File: src/rtl/lsu_access_ctrl.sv
// Load/store initiator: one request at a time, misaligned half/word split into byte beats.
// Define LSU_MISALIGN_TRAP_EN to reject misaligned requests instead of splitting them.
module lsu_access_ctrl #(
  parameter int ADDR_W = 20,
  parameter int RD_LAT = 1
) (
  input  logic              clk,
  input  logic              rst,
  input  logic              req_valid,
  output logic              req_ready,
  input  logic              req_we,
  input  logic [2:0]        req_memop,
  input  logic [ADDR_W-1:0] req_addr,
  input  logic [31:0]       req_wdata,
  output logic              resp_valid,
  output logic [31:0]       resp_rdata,
  output logic              resp_err,
  output logic [ADDR_W-1:0] mem_addr,
  output logic [2:0]        mem_memop,
  output logic              mem_we,
  output logic [31:0]       mem_wdata,
  input  logic [31:0]       mem_rdata
);

  typedef enum logic [1:0] {
    IDLE, ISSUE, WAIT, RESP
  } state_t;

  localparam logic [1:0] WLAST = 2'(RD_LAT - 1);

  state_t            state;
  logic              we_q;
  logic [2:0]        memop_q;
  logic [ADDR_W-1:0] base_q;
  logic [31:0]       wdata_q;
  logic              split_q;
  logic [2:0]        nbeats_q;
  logic [2:0]        i_q;
  logic [1:0]        wcnt_q;
  logic [31:0]       asm_q;

  logic              illegal;
  logic              misal;
  logic              trap;
  logic [2:0]        i_nxt;
  logic              last;
  logic [ADDR_W-1:0] next_addr;
  logic [7:0]        next_byte;
  logic [31:0]       asm_nxt;
  logic [31:0]       ext_val;

  always_comb begin
    illegal = (req_memop == 3'b011)
           || (req_memop[2:1] == 2'b11)
           || (req_we && req_memop[2]);
    misal = (req_memop[1:0] == 2'b01 && req_addr[0])
         || (req_memop[1:0] == 2'b10 && req_addr[1:0] != 2'b00);
  end

`ifdef LSU_MISALIGN_TRAP_EN
  assign trap = misal;
`else
  assign trap = 1'b0;
`endif

  assign i_nxt     = i_q + 3'd1;
  assign last      = (i_nxt == nbeats_q);
  assign next_addr = base_q + ADDR_W'(i_nxt);
  assign next_byte = wdata_q[{i_nxt[1:0], 3'b000} +: 8];

  // Byte lane i is filled from the low byte of each split read beat
  always_comb begin
    asm_nxt = asm_q;
    asm_nxt[{i_q[1:0], 3'b000} +: 8] = mem_rdata[7:0];
    case (memop_q)
      3'b001:  ext_val = {{16{asm_nxt[15]}}, asm_nxt[15:0]};
      3'b101:  ext_val = {16'b0, asm_nxt[15:0]};
      default: ext_val = asm_nxt;
    endcase
  end

  always_ff @(posedge clk or posedge rst) begin
    if (rst) begin
      state      <= IDLE;
      req_ready  <= 1'b1;
      resp_valid <= 1'b0;
      resp_rdata <= '0;
      resp_err   <= 1'b0;
      mem_addr   <= '0;
      mem_memop  <= 3'b000;
      mem_we     <= 1'b0;
      mem_wdata  <= '0;
      we_q       <= 1'b0;
      memop_q    <= 3'b000;
      base_q     <= '0;
      wdata_q    <= '0;
      split_q    <= 1'b0;
      nbeats_q   <= 3'd1;
      i_q        <= 3'd0;
      wcnt_q     <= 2'd0;
      asm_q      <= '0;
    end else begin
      resp_valid <= 1'b0;
      mem_we     <= 1'b0;
      case (state)
        IDLE: begin
          if (req_valid) begin
            we_q       <= req_we;
            memop_q    <= req_memop;
            base_q     <= req_addr;
            wdata_q    <= req_wdata;
            asm_q      <= '0;
            i_q        <= 3'd0;
            req_ready  <= 1'b0;
            resp_rdata <= '0;
            resp_err   <= 1'b0;
            if (illegal || trap) begin
              state      <= RESP;
              resp_valid <= 1'b1;
              resp_err   <= 1'b1;
            end else begin
              state    <= ISSUE;
              split_q  <= misal;
              mem_addr <= req_addr;
              mem_we   <= req_we;
              if (misal) begin
                nbeats_q  <= (req_memop[1:0] == 2'b01) ? 3'd2 : 3'd4;
                mem_memop <= req_we ? 3'b000 : 3'b100;
                mem_wdata <= {24'b0, req_wdata[7:0]};
              end else begin
                nbeats_q  <= 3'd1;
                mem_memop <= req_memop;
                mem_wdata <= req_wdata;
              end
            end
          end
        end
        ISSUE: begin
          if (we_q) begin
            if (last) begin
              state      <= RESP;
              resp_valid <= 1'b1;
              resp_rdata <= '0;
              resp_err   <= 1'b0;
            end else begin
              i_q       <= i_nxt;
              mem_addr  <= next_addr;
              mem_wdata <= {24'b0, next_byte};
              mem_we    <= 1'b1;
            end
          end else begin
            state  <= WAIT;
            wcnt_q <= 2'd0;
          end
        end
        WAIT: begin
          if (wcnt_q == WLAST) begin
            asm_q <= asm_nxt;
            if (!split_q || last) begin
              state      <= RESP;
              resp_valid <= 1'b1;
              resp_err   <= 1'b0;
              resp_rdata <= split_q ? ext_val : mem_rdata;
            end else begin
              state    <= ISSUE;
              i_q      <= i_nxt;
              mem_addr <= next_addr;
            end
          end else begin
            wcnt_q <= wcnt_q + 2'd1;
          end
        end
        RESP: begin
          state     <= IDLE;
          req_ready <= 1'b1;
        end
        default: state <= IDLE;
      endcase
    end
  end

endmodule

File: config.mk
export PLATFORM = sky130hd
export DESIGN_NAME = lsu_access_ctrl
export DESIGN_NICKNAME = d
export VERILOG_FILES = /design/src/rtl/lsu_access_ctrl.sv
export SDC_FILE = /design/constraint.sdc
export NUM_CORES = 1
export LEC_CHECK = 0
export ABC_AREA = 1
export CORE_ASPECT_RATIO = 1.75
export CORE_MARGIN = 2
export CORE_UTILIZATION = 53
export CTS_CLUSTER_SIZE = 20
export DETAILED_ROUTE_END_ITERATION = 10
export PLACE_DENSITY = 0.83
export SYNTH_ARGS = -nofsm -noshare
export SYNTH_HDL_FRONTEND = slang
export SYNTH_SLANG_ARGS = --single-unit
File: constraint.sdc
create_clock -name clk -period 8.5 [get_ports clk]
set_clock_uncertainty 0.05 [all_clocks]
set_input_delay 2.55 -clock clk [delete_from_list [all_inputs] [get_ports clk]]
set_output_delay 2.55 -clock clk [all_outputs]
set_load 0.01 [all_outputs]
==> results.json <==
{
  "status": "finished clean",
  "crit_required_ns": 8.77,
  "period_share_pct": 53.6,
  "boundaryPins": 182,
  "drv_slew": 0,
  "setup_tns_ns": 0,
  "slew_headroom_pct": 25.2,
  "vias": 8823,
  "portBuffers": 181,
  "htreeDepth": 4,
  "routed_wl_mm": 25.5,
  "fillers": 1472,
  "grt_use_total_pct": 27.3,
  "cts_setup_buffers": 0,
  "setup_viol": 0,
  "cts_tree": "built",
  "min_period_ns": 4.56,
  "drc": 0,
  "multi_input_area_um2": 4100,
  "drive_gt1_share_pct": 5.21,
  "cts.hold.buffers_added": 0,
  "synth_seq_cells": 190,
  "use_met2_pct": 46.9,
  "ctsLongestPathBuffers": 2,
  "fp.dieW_um": 106,
  "clkSinkCount": 190,
  "grt_overflow": 0,
  "grt_pass1_wl_mm": 42.4,
  "finalHoldViolations": 0,
  "area_growth_pct": 25.0,
  "cp.arrival_ns": 4.83,
  "irDropWorstVdd_mv": 0.186,
  "layout_commonest_cell": "nand2_1",
  "power.leakage_nw": 5.65,
  "ff_latch_area_um2": 4760,
  "ys_async_sr_fraction_pct": 100,
  "synth_cells": 1243,
  "synth_cell_types": 42,
  "critPathMaxFanout": 66,
  "drt-initial-drc-count": 641,
  "antenna_left": 0,
  "ys_seq_area_share_pct": 49.4,
  "cts_buffers": 17,
  "antenna_found_initial": 1,
  "routed_via_density": 5.40,
  "gp_congestion": 0.884,
  "worstMarginPinSlew_ns": 1.12,
  "met3_usage_pct": 4.25,
  "wire_per_inst_um": 15.6,
  "end_kind": "flip-flop",
  "synthFlopType": "dfrtp_1",
  "hold_class": "reg2reg",
  "ctsRootBufferMaster": "clkbuf_16",
  "ctsResizeCount": 0,
  "grt_max_degree": 67,
  "syn-cell-area_um2": 9640,
  "layout_common_cells": "450 x nand2_1, 188 x dfrtp_1, 181 x clkdlybuf4s50_1",
  "rsz0062_at_grt": "false",
  "max_freq_ghz": 0.219,
  "grt_pass1_vias": 8492,
  "dp_hpwl_mm": 17.6,
  "dr.pass1.iters": 6,
  "maxCapViolCount": 0,
  "path_class": "in2reg",
  "power_mw": 4.53,
  "rows": 65,
  "coreArea_um2": 17900,
  "power_density_nw_per_um2": 377,
  "start_util_pct": 53.9,
  "clock_latency_ns": 0.43,
  "synth_edf_count": 0,
  "grt_busiest_layer": "met2",
  "startpoint_type": "input port",
  "die_area_um2": 19300,
  "path_clk_slew_ns": 0.08,
  "syn_nets": 1348,
  "final_nets": 1492,
  "avgSynthCellArea_um2": 7.75,
  "use_met1_pct": 33.0,
  "die_h_um": 182,
  "yosysWarnings": 0
}
==> metrics by stage <==
| stage | instances | area [um2] | setup WS [ns] | util (%) | hold slack, ns |
|---|---|---|---|---|---|
| final | 1635 | 12000 | 3.94 | 67.3 | 0.432 |
| after floorplan | 1243 | 9640 | 0.733 | - | 0.394 |
| after global placement | 1602 | 11500 | 3.64 | 64.1 | 0.407 |
| after global routing | 1635 | 12000 | 3.66 | 67.3 | 0.440 |
| after CTS | 1634 | 12000 | 3.96 | 67.3 | 0.432 |
| after detailed placement | 1602 | 11500 | 3.51 | 64.1 | 0.412 |
==> cells in the mapped netlist, drive strengths merged (9+ instances only) <==
library cell | count | area (um2)
o21ai | 160 | 801
clkbuf | 33 | 125
o221ai | 9 | 78.8
inv | 113 | 424
nand2 | 461 | 1770
nor2 | 77 | 319
nand3 | 62 | 328
buf | 32 | 228
o22ai | 31 | 200
o211ai | 9 | 67.6
nand4 | 10 | 62.6
dfrtp | 188 | 4700
ha | 14 | 175
==> per-layer routing <==
metal	vias up	share of wire [%]
met5	-	0
met3	59	6.0
met1	4104	39
met4	0	4.5
li1	4292	-
met2	368	51
==> where the power goes <==
| group | internal (mW) | switching (mW) |
|---|---|---|
| registers | 1.26 | 0.239 |
| clock network | 0.392 | 0.390 |
| logic | 0.842 | 1.41 |
==> final timing paths <==
kind | startpoint | to | slack (ns) | cells past startpoint
setup / recovery | req_valid | resp_rdata[8] | 3.94 | 7
hold / removal | resp_rdata[31] | resp_rdata[31] | 0.43 | 2
setup reg to reg | i_q[0] | resp_rdata[8] | 4.05 | 10
hold reg to reg | resp_rdata[31] | resp_rdata[31] | 0.43 | 2
max in group asynchronous | rst | base_q[17] | 4.61 | 3
min in group asynchronous | rst | resp_rdata[4] | 2.47 | 2
==> cell type report <==
class                           instances  area share (%)
Sequential cell                       190            39.5
Antenna cell                            1          0.0208
Clock inverter                         15            1.26
Clock buffer                           17            3.53
Tap cell                              234            2.43
Inverter                              113            3.56
Multi-Input combinational cell        875            34.1
Timing Repair Buffer                  190            15.6
==> critical path: stages <==
cell and delay (ns):
clkdlybuf4s50_1 0.51, or2_1 0.11, buf_4 0.30, nand2_4 0.11, nor2_4 0.11, nand2_2 0.61, o31ai_1 0.49
==> sequential cells by signal, indices dropped and copies added (netlist names), 3 cells and up <==
register / flops
asm_q: 32
base_q: 20
i_q: 3
mem_addr: 20
mem_memop: 3
mem_wdata: 32
memop_q: 3
nbeats_q: 3
resp_rdata: 32
wdata_q: 32
==> kinds of logic (layout without fill, tap and decap cells) <==
family | after synthesis | after routing | share of synthesized area, %
other | 0 | 1 | 0
buffers and inverters | 178 | 335 | 8.06
XOR/XNOR | 1 | 1 | 0.0909
AO/OA/AOI/OAI | 240 | 240 | 14.1
flip-flops | 190 | 190 | 49.4
AND/OR/NAND/NOR | 620 | 620 | 26.5
adder cells (fa/ha/maj) | 14 | 14 | 1.82
Note: power is estimated with default switching activity, not from simulation.
